<file path="src/rtl/gtx_ext_pkg.sv">
// Shared types and constants for the GTX extension-board control blocks.
package gtx_ext_pkg;

  localparam int unsigned SPI_STATE_W = 2;

  typedef enum logic [SPI_STATE_W-1:0] {
    IDLE,
    LOW,
    HIGH,
    FINISH
  } spi_state_t;

  localparam logic [7:0] SPI_PORT_ADDR = 8'h01;
  localparam logic [1:0] SPI_DEV       = 2'd1;

endpackage

</file>
<file path="src/rtl/half_period_tick.sv">
// Loadable down-counter that flags the last CLK cycle of an SCK half-period.
module half_period_tick #(
  parameter  int unsigned DIV = 2,
  localparam int unsigned CW  = $clog2(DIV + 1)
) (
  input  logic          CLK,
  input  logic          RST,
  input  logic          load,
  input  logic [CW-1:0] load_val,
  output logic          tick_c
);

  logic [CW-1:0] cnt;

  always_ff @(posedge CLK) begin
    if (RST) begin
      cnt <= '0;
    end else if (load) begin
      cnt <= load_val;
    end else if (cnt != '0) begin
      cnt <= cnt - CW'(1);
    end
  end

  assign tick_c = (cnt == '0);

endmodule

</file>
<file path="src/rtl/spi_shift_engine.sv">
// Mode-0 SPI byte shifter: one command strobe runs a full MSB-first transfer
// on SCK/MOSI while capturing MISO into RXD.
module spi_shift_engine
  import gtx_ext_pkg::*;
#(
  parameter int unsigned DIV  = 2,
  parameter int unsigned BITS = 8
) (
  input  logic            CLK,
  input  logic            RST,
  input  logic            CMD_STB,
  input  logic [BITS-1:0] CMD_TXD,
  input  logic            RD_STB,
  input  logic            MISO_IN,
  output logic            SCK,
  output logic            MOSI,
  output logic [BITS-1:0] RXD,
  output logic            BUSY,
  output logic            DONE,
  output logic            OVR
);

  localparam int unsigned DW = $clog2(DIV + 1);
  localparam int unsigned BW = $clog2(BITS + 1);

  spi_state_t      state;
  logic            miso_q;
  logic [BITS-1:0] tx_sr;
  logic [BITS-1:0] rx_sr;
  logic [BW-1:0]   bit_cnt;
  logic            tick_c;
  logic            div_load_c;

  // Reload the half-period timer on command accept and at every SCK edge.
  assign div_load_c = (state == IDLE && CMD_STB) ||
                      ((state == LOW || state == HIGH) && tick_c);

  half_period_tick #(.DIV(DIV)) u_tick (
    .CLK      (CLK),
    .RST      (RST),
    .load     (div_load_c),
    .load_val (DW'(DIV - 1)),
    .tick_c   (tick_c)
  );

  always_ff @(posedge CLK) begin
    if (RST) begin
      state   <= IDLE;
      miso_q  <= 1'b0;
      tx_sr   <= '0;
      rx_sr   <= '0;
      bit_cnt <= '0;
      SCK     <= 1'b0;
      MOSI    <= 1'b0;
      RXD     <= '0;
      BUSY    <= 1'b0;
      DONE    <= 1'b0;
      OVR     <= 1'b0;
    end else begin
      miso_q <= MISO_IN;
      DONE   <= 1'b0;

      // A command outside IDLE (FINISH included) is dropped; setting beats clearing.
      if (CMD_STB && state != IDLE) begin
        OVR <= 1'b1;
      end else if (RD_STB) begin
        OVR <= 1'b0;
      end

      case (state)
        IDLE: begin
          if (CMD_STB) begin
            BUSY    <= 1'b1;
            SCK     <= 1'b0;
            MOSI    <= CMD_TXD[BITS-1];
            tx_sr   <= CMD_TXD << 1;
            bit_cnt <= BW'(BITS - 1);
            state   <= LOW;
          end
        end
        LOW: begin
          if (tick_c) begin
            SCK   <= 1'b1;
            rx_sr <= (rx_sr << 1) | BITS'(miso_q);
            state <= HIGH;
          end
        end
        HIGH: begin
          if (tick_c) begin
            SCK <= 1'b0;
            if (bit_cnt != '0) begin
              MOSI    <= tx_sr[BITS-1];
              tx_sr   <= tx_sr << 1;
              bit_cnt <= bit_cnt - BW'(1);
              state   <= LOW;
            end else begin
              RXD   <= rx_sr;
              DONE  <= 1'b1;
              BUSY  <= 1'b0;
              state <= FINISH;
            end
          end
        end
        FINISH: state <= IDLE;
        default: state <= IDLE;
      endcase
    end
  end

endmodule
</file>
<file path="config.mk">
export PLATFORM = sky130hd
export DESIGN_NAME = spi_shift_engine
export DESIGN_NICKNAME = d
export VERILOG_FILES = /design/src/rtl/gtx_ext_pkg.sv /design/src/rtl/half_period_tick.sv /design/src/rtl/spi_shift_engine.sv
export SDC_FILE = /design/constraint.sdc
export NUM_CORES = 1
export LEC_CHECK = 0
export BUFFER_PORTS_ARGS = -buffer_cell sky130_fd_sc_hd__clkbuf_2
export CAP_MARGIN = 20
export CORE_MARGIN = 5
export CORE_UTILIZATION = 50
export CTS_CLUSTER_DIAMETER = 40
export DETAILED_ROUTE_END_ITERATION = 16
export PLACE_DENSITY_LB_ADDON = 0.15
export SLEW_MARGIN = 20
export SYNTH_ARGS = -nofsm -noshare
export SYNTH_HDL_FRONTEND = slang
export SYNTH_HIERARCHICAL = 1
export SYNTH_SLANG_ARGS = --single-unit
</file>
<file path="constraint.sdc">
create_clock -name CLK -period 1.85 [get_ports CLK]
set_input_delay 0.555 -clock CLK [delete_from_list [all_inputs] [get_ports CLK]]
set_output_delay 0.555 -clock CLK [all_outputs]
set_load 0.02 [all_outputs]
</file>
# == Yosys cells after proc, flatten, opt, wreduce, memory -nomap -nowiden ==
# Cells that the tools add are included.
# totals
ff_bits,38
output_inout_bits,13
# op_classes
addsub,2
eq_ne,8
n_mux,30
n_bitwise,4
n_reduce_logical,22
# op_table
op,count
8-bit 2-to-1 mux,3
8-bit case mux with 2 select lines,1
1-bit 2-to-1 mux,14
4-bit 2-to-1 mux,3
4-bit AND reduction,3
2-bit nonzero test,5
2-bit 2-to-1 mux,4
"2-bit != test, second input constant",4
8-bit by 1-bit OR with 8-bit output,1
2-bit case mux with 4 select lines,1
4-bit case mux with 2 select lines,1
3-bit AND reduction,2
"2-bit equality test, second input constant",2
2-bit logical NOT,2
1-bit case mux with 2 select lines,2
4-bit nonzero test,1
"4-bit by 1-bit subtractor with 4-bit output, second input constant",1
1-bit logical AND,3
1-bit inverter,3
1-bit case mux with 3 select lines,1
3-bit nonzero test,1
3-bit OR reduction,1
"2-bit by 1-bit equality test with 1-bit output, second input constant",1
1-bit logical OR,2
4 further kinds,4

# == Logic depth before layout (Yosys ltp) ==
# Gate-level depths: netlist of run 1.
# depth
word_depth,5
ltp_mapped,7

# == Hierarchy ==
# Netlist of run 1, hierarchy kept.
# by_module_without_submodules
module,n_inst,cells_each,area_per_inst_um2,seq_area_each_um2
spi_shift_engine,1,190,1680.4,700.7
half_period_tick,1,12,121.4,40.0

# == Worst setup path before layout of run 1 ==
# OpenSTA, ideal clock, no wires.
# synth_path
path_kind,reg2reg
from,register state[0]
to,register tx_sr[1]
setup_time_ps,117
arrival_time_ps,1798
required_ps,1733
slack_ps,-65
stages_incl_launch_ff,8
period_less_slack_ps,1915
path_cell_list,dfxtp_1 inv_1 ha_1 nor4bb_1 buf_2 or3_4 buf_6 a32o_1
# synth_via
elab_chain_cells,3
elab_cells_between_ends,8
classes_between,eq/ne (4); mux (1); reduce/logical (3)
# synth_lines
element,line_no,source
from (decl),spi_shift_engine.sv:26,spi_state_t state;
from (signal assigned),spi_shift_engine.sv:48,state <= IDLE;
from (signal assigned),spi_shift_engine.sv:78,state <= LOW;
from (signal assigned),spi_shift_engine.sv:85,state <= HIGH;
2-bit equality test or 2-bit logical NOT (tied branches),spi_shift_engine.sv:70,case (state)
"2-bit by 1-bit != test with 1-bit output (no source line), or another cell as far along",n/a,
4-bit AND reduction (no source line),n/a,
to (signal assigned),spi_shift_engine.sv:76,tx_sr <= CMD_TXD << 1;
to (signal assigned),spi_shift_engine.sv:93,tx_sr <= tx_sr << 1;
to (decl),spi_shift_engine.sv:28,logic [BITS-1:0] tx_sr;
# Several ways; a longest one is shown, not always the timed one.
# A chain may end at the register's enable or synchronous reset.

# == Worst setup path in the final report of run 1 ==
# layout_path
from,register state[0]
to,register bit_cnt[2]
# layout_via
elab_chain_cells,3
elab_cells_between_ends,8
classes_between,eq/ne (4); mux (1); reduce/logical (3)
# layout_lines
element,line_no,source
2-bit equality test or 2-bit logical NOT (tied branches),spi_shift_engine.sv:70,
"2-bit by 1-bit != test with 1-bit output (no source line), or another cell as far along",n/a,
4-bit AND reduction (no source line),n/a,
to (signal assigned),spi_shift_engine.sv:77,bit_cnt <= BW'(BITS - 1);
to (signal assigned),spi_shift_engine.sv:94,bit_cnt <= bit_cnt - BW'(1);
to (decl),spi_shift_engine.sv:30,logic [BW-1:0] bit_cnt;
# Several ways; a longest one is shown, not always the timed one.

==> flow_metrics.tcl, run 1 <==
set metrics [dict create \
    commonest_cells_after_routing_fill_and_taps_aside "35 x sky130_fd_sc_hd__dfxtp_1, 25 x sky130_fd_sc_hd__clkbuf_2, 20 x sky130_fd_sc_hd__a21oi_1" \
    clock_tree.root_cell "sky130_fd_sc_hd__clkbuf_4" \
    required_time_of_the_critical_path_ns 2.10 \
    grt_use_total 0.168 \
    detail_route.drc_violations 0 \
    synth_top_area_share 0.411 \
    initialDrtViolationCount 135 \
    crit_path_end_kind "flip-flop" \
    design_area_um2 2170 \
    h_tree_depth 2 \
    antenna_left 0 \
    wirelength_mm 4.08 \
    critPathArrivalTime_ns 2.04 \
    grt-ovfl-total 0 \
    cts_hold_buffers 0 \
    outcome "finished clean" \
    clk_pin_slew_worst_paths_ns 0.12 \
    min-delay-path-class "in -> reg" \
    yosys_synthesis_warning_count 6 \
    pin_count 26 \
    cts_tree "yes" \
    dpl-instance-area_um2 2050 \
    via_count 1604 \
    critical_path.cell_chain "inv_1 > ha_2 > nor4bb_4 > or3_4 > a2111oi_2" \
    ys_seq_elements 37 \
    finish.utilization 0.636 \
    syn_nets 223 \
    synth_enable_flop_cells 0 \
    muxShareOfSynthArea 0.0556 \
    dieArea_um2 4900 \
    grt_pass1_wl_mm 6.82 \
    synth_adder_area_share 0.0556 \
    synth_xor_xnor_area_share 0.00486 \
    area_fraction_in_and_or_nand_and_nor_cells_after_synthesis 0.205 \
    syn_avg_cell_area_um2 8.92 \
    first_global_vias 1561 \
    clkLatencyLatePin_ns 0.35 \
    grt_max_degree 19 \
    gpl.final_weighted_congestion 0.970 \
    initial_core_util 0.527 \
    cp-start-kind "flip-flop" \
    synth_top_family_by_area "simple AND/OR/NAND/NOR gates" \
    area_growth_pct 20.6 \
    final_layout_size_suffix_gt1_frac 0.290 \
    ys_dominant_reg_cell "sky130_fd_sc_hd__dfxtp_1" \
    final.fill_count 307 \
    cpPeakStageDelay_ns 0.47 \
    cts_made_buffers 5 \
    worst_hold_slack_ns 0.416 \
    fin_worst_skew_ns 0.0115 \
    synth-compound-area-share 0.197 \
    dr.pass1.iters 4 \
    min_period_ns 1.79 \
    most_frequent_standard_cell_in_the_layout_excluding_fill_and_tap_cells "sky130_fd_sc_hd__dfxtp_1" \
    drv_slew 0 \
    worstSetupPathType "reg -> reg" \
    timing.critical_path.slowest_stage_cell "sky130_fd_sc_hd__or3_4" \
    tcrit_tclk_final 0.968 \
    yosys.cell_types.count 43 \
    synthCells 202 \
    async_flop_share 0 \
    floorplan.core_area_um2 3420 \
    vdd.ir_drop.worst_v 0.000820 \
    fmax_mhz 559 \
    place.port_buffers 25 \
    setup-violations-final 0 \
    worstPathMaxFanout 11 \
    clockBufferDepth 2 \
    row_count 21 \
    routed_wire_length_per_instance_um 14.4 \
    yosys-top-cells-area "sky130_fd_sc_hd__dfxtp_1 41%, sky130_fd_sc_hd__a21oi_1 5.6%, sky130_fd_sc_hd__ha_1 5.6%" \
    nets 258 \
    cap_violations 0 \
    hpwlAfterDp_mm 2.85 \
    grt_antenna_before_repair 0 \
    buffering_stage_count_on_the_worst_path_with_inverters_included 1 \
    critPathTopFamily "simple AND/OR/NAND/NOR gates" \
    synthesis.area_um2 1800 \
    rsz0062_at_grt "yes" \
    antenna-diode-count 0 \
    synth_seq_area_share 0.411 \
    power.leakage_nw 0.856 \
    die_y_um 70.0 \
    fp.dieW_um 70.0 \
    avgViaCountPerCell 5.65 \
    hold_violations 0 \
    numClockSinks 37 \
    synthDominantAreaCellType "sky130_fd_sc_hd__dfxtp_1" \
    pwr_density_cell_nw_per_um2 1440 \
]
-- kinds of logic (layout without fill, tap and decap cells) --
family                     count (synthesis)  in the layout
buffers and inverters                     29             65
other                                      2              2
DFF                                       37             37
AOI/OAI and AO/OA                         51             51
adders and majority gates                  8              8
and+or+nand+nor                           65             65
xor gates and xnor gates                   1              1
muxes                                      9              9
-- through the flow --
step           total power [W]  TNS (ns)  std cells  worst slack (ns)
4_1_cts                0.00312         0        284            0.0113
3_5_place_dp           0.00240         0        276            0.0434
3_3_place_gp           0.00234         0        276            0.0891
5_1_grt                0.00332  -0.00189        284          -0.00189
2_1_floorplan          0.00200         0        202            0.0195
6_report               0.00314         0        284            0.0595
-- path summary, 6_finish.rpt --
| check | from | endpoint | slack, ns | depth (start not counted) |
|---|---|---|---|---|
| setup / recovery | state[0] | bit_cnt[2] | 0.06 | 5 |
| hold / removal | MISO_IN | miso_q | 0.42 | 2 |
| setup reg to reg | state[0] | bit_cnt[2] | 0.06 | 5 |
| hold reg to reg | miso_q | rx_sr[0] | 0.46 | 2 |
-- report_power, final --
part           internal [W]  switching, W
clock              0.000418      0.000279
sequential         0.000956     0.0000859
combinational      0.000605      0.000793
total               0.00198       0.00116
-- routing by layer --
| layer | up-vias | routed length (um) | track usage |
|---|---|---|---|
| li1 | 792 | - | - |
| met1 | 764 | 1930 | 0.206 |
| met2 | 44 | 1940 | 0.278 |
| met3 | 4 | 187 | 0.0473 |
| met4 | 0 | 34 | 0.0660 |
| met5 | - | 0 | 0 |
-- timing repair --
action                                  4_1_cts  5_1_grt
resized for setup                             1        3
setup buffers                                 0        0
pin swaps                                     0        2
endpoints found under the setup margin        1       10
-- synthesized netlist by cell type (4+ instances only) --
cell type / n
sky130_fd_sc_hd__a211oi_1: 8
sky130_fd_sc_hd__a21oi_1: 20
sky130_fd_sc_hd__clkbuf_1: 8
sky130_fd_sc_hd__dfxtp_1: 37
sky130_fd_sc_hd__ha_1: 8
sky130_fd_sc_hd__inv_1: 15
sky130_fd_sc_hd__mux2_2: 8
sky130_fd_sc_hd__nand2_1: 11
sky130_fd_sc_hd__nand3_1: 17
sky130_fd_sc_hd__nor2b_1: 5
sky130_fd_sc_hd__nor3b_1: 4
sky130_fd_sc_hd__nor4_1: 8
sky130_fd_sc_hd__o21ai_0: 8
-- area by class of cell --
type                    instances  area, um2  share of cell area
flip-flops and latches         37        743               0.342
well taps                      46       57.6              0.0265
multi-input cells             136        961               0.442
inverters                      15       56.3              0.0259
repair buffers                 42        253               0.116
clock inverters                 3       65.1              0.0299
clock buffers                   5       37.5              0.0173
-- registers in the layout, summed over array words and instances (netlist names) --
name and count:
OVR 1, tx_sr 7, BUSY 1, SCK 1, bit_cnt 4, u_tick/cnt 2, rx_sr 8, RXD 8
state 2, miso_q 1, DONE 1, MOSI 1
-- worst register-to-register path, delay by kind of cell (launching register included) --
kind                     cells  cell delay, ns
adder cells (fa/ha/maj)      1            0.23
flip-flops                   1            0.34
AO/OA/AOI/OAI                1            0.40
AND/OR/NAND/NOR              2            0.66
buffers and inverters        1            0.08
Power figures use the tool's default switching activity.
==> run 2: changes to the inputs <==
==> constraint.sdc (replaced) <==
create_clock -name CLK -period 1.45 [get_ports CLK]
set_input_delay 0.145 -clock CLK [delete_from_list [all_inputs] [get_ports CLK]]
set_output_delay 0.145 -clock CLK [all_outputs]
set_load 0.02 [all_outputs]
==> run 2 against run 1 <==
Against the previous run:
- the flow now finishes with violations (negative setup slack)
- clock skew rose by 0.0053 ns
- sequential share of layout area shrank 6.8 points
- critical path depth up 1
- utilization is 17 points higher
- sequential power rose by 32%
- global-route usage rose by 4.5 points
- clock power rose by 34%
- hold slack worse by 0.36 ns
- largest power group unchanged
==> flow_metrics.tcl, run 2 (synthesis results as in run 1) <==
set metrics [dict create \
    regToRegStartpoint "state[1]" \
    h_tree_depth 2 \
    final.fill_count 198 \
    multi_input_area_um2 1290 \
    area_growth_pct 52.3 \
    routed_wire_length_per_instance_um 18.4 \
    holdPathEnd "OVR" \
    seqPwrFrac 0.256 \
    commonest_cells_after_routing_fill_and_taps_aside "33 x sky130_fd_sc_hd__dfxtp_1, 25 x sky130_fd_sc_hd__clkbuf_2, 25 x sky130_fd_sc_hd__buf_4" \
    failed_checks "negative setup slack" \
    die_y_um 70.0 \
    cts_tree "yes" \
    clkLatencyLatePin_ns 0.36 \
    grt_max_degree 19 \
    vdd.ir_drop.worst_v 0.00131 \
    gpl.final_weighted_congestion 0.942 \
    required_time_of_the_critical_path_ns 1.74 \
    min-delay-path-class "in -> reg" \
    ff2ff_setup_slack_ns -0.27 \
    cp-start-kind "flip-flop" \
    grt-ovfl-total 0 \
    pin_count 26 \
    timing.rr.end "tx_sr[4]" \
    worst_hold_slack_ns 0.0577 \
    power.combinational.fraction 0.569 \
    wirelength_mm 5.61 \
    hpwlAfterDp_mm 3.04 \
    clkPwrFrac 0.174 \
    switching_share 0.391 \
    timing.reg2reg.worst_path_depth 6 \
    hold_violations 0 \
    drv_slew 0 \
    cts_made_buffers 5 \
    grt_pass1_wl_mm 8.36 \
    worstPathMaxFanout 6 \
    crit_path_end_kind "flip-flop" \
    grt_use_total 0.213 \
    outcome "complete, but fails checks" \
    floorplan.core_area_um2 3420 \
    dpl_worst_slack_ns -0.256 \
    detail_route.drc_violations 0 \
    clockBufferDepth 2 \
    fp.dieW_um 70.0 \
    tcrit_tclk_final 1.19 \
    pwr_density_cell_nw_per_um2 1950 \
    initial_core_util 0.527 \
    holdCritStartpoint "RD_STB" \
    min_delay_path_depth 3 \
    p_int_w 0.00326 \
    row_count 21 \
    initialDrtViolationCount 192 \
    fmax_mhz 581 \
    dpl-instance-area_um2 2150 \
    first_global_vias 1716 \
    power.switching_w 0.00210 \
    dieArea_um2 4900 \
    fin_worst_skew_ns 0.0169 \
    worstSetupPathType "reg -> reg" \
    via_count 1789 \
    rsz0062_at_grt "yes" \
    min_period_ns 1.72 \
    cap_violations 0 \
    power.leakage_nw 1.02 \
    dr.pass1.iters 4 \
    numClockSinks 37 \
    antenna-diode-count 0 \
    design_area_um2 2740 \
    avgViaCountPerCell 5.87 \
    nets 279 \
    setup-violations-final 25 \
    post-layout-total-power_w 0.00536 \
    seq_area_um2 751 \
    reg.largest.list "RXD (8), rx_sr (8), tx_sr (7)" \
    clk_pin_slew_worst_paths_ns 0.13 \
    place.port_buffers 25 \
    grt_antenna_before_repair 0 \
    clock_tree.root_cell "sky130_fd_sc_hd__clkbuf_4" \
    final.setup.worst_slack_ns -0.271 \
    critPathArrivalTime_ns 2.01 \
    final_layout_size_suffix_gt1_frac 0.514 \
    most_frequent_standard_cell_in_the_layout_excluding_fill_and_tap_cells "sky130_fd_sc_hd__dfxtp_1" \
    antenna_left 0 \
]
## run 2: changes by cell type in the layout (fill, tap and decap cells not counted), sizes merged
cell / delta
buf: +19
clkinv: -1
dlygate4sd3: +1
inv: +1
or3: +1
## run 2: power by group through the flow
stage	combinational [W]	clock (W)	sequential (W)
after floorplan	0.00126	0	0.00141
after global placement	0.00182	0	0.00136
after detailed placement	0.00189	0	0.00138
after CTS	0.00256	0.000933	0.00136
after global routing	0.00324	0.000986	0.00139
final	0.00305	0.000935	0.00137
## run 2: worst max-delay path by stage
stage | startpoint | endpoint | slack (ns) | cells past startpoint
finish | state[1] | tx_sr[4] | -0.27 | 6
global route | state[1] | bit_cnt[0] | -0.32 | 7
CTS | bit_cnt[0] | BUSY | -0.26 | 5
detailed placement | bit_cnt[1] | BUSY | -0.26 | 5
global placement | bit_cnt[1] | BUSY | -0.23 | 5
floorplan | state[0] | tx_sr[1] | -0.23 | 7
## run 2: area by class of cell
| class | instances | share of cell area |
|---|---|---|
| inverters | 15 | 0.0233 |
| clock buffers | 5 | 0.0137 |
| multi-input cells | 137 | 0.472 |
| flip-flops and latches | 37 | 0.274 |
| well taps | 46 | 0.0210 |
| clock inverters | 3 | 0.0251 |
| repair buffers | 62 | 0.171 |
## run 2: routing by layer
layer,track usage,up-vias,part of all wire
met4,0.0745,0,0.020
met1,0.264,854,0.39
met5,0,-,0
li1,-,845,-
met3,0.0502,14,0.061
met2,0.359,76,0.52
## run 2: per-stage QoR
stage               utilization  cells  TNS, ns
global placement          0.629    282    -1.34
global route              0.803    305    -4.15
finish                    0.803    305    -2.85
floorplan                     -    202    -2.53
detailed placement        0.629    282    -3.08
CTS                       0.742    297    -1.82
## run 2: worst max-delay path: stages (launching register included)
cell,delay (ns)
sky130_fd_sc_hd__dfxtp_4,0.39
sky130_fd_sc_hd__buf_6,0.13
sky130_fd_sc_hd__ha_4,0.15
sky130_fd_sc_hd__nor2b_4,0.15
sky130_fd_sc_hd__or3_4,0.49
sky130_fd_sc_hd__buf_4,0.17
sky130_fd_sc_hd__a211oi_2,0.18
## run 2: repair_timing
item,CTS,global route
hold buffers,1,0
setup endpoints to repair,34,26
pin swaps,17,14
resized for setup,47,34
hold endpoints to repair,1,0
setup buffers,4,8
gates cloned,2,1
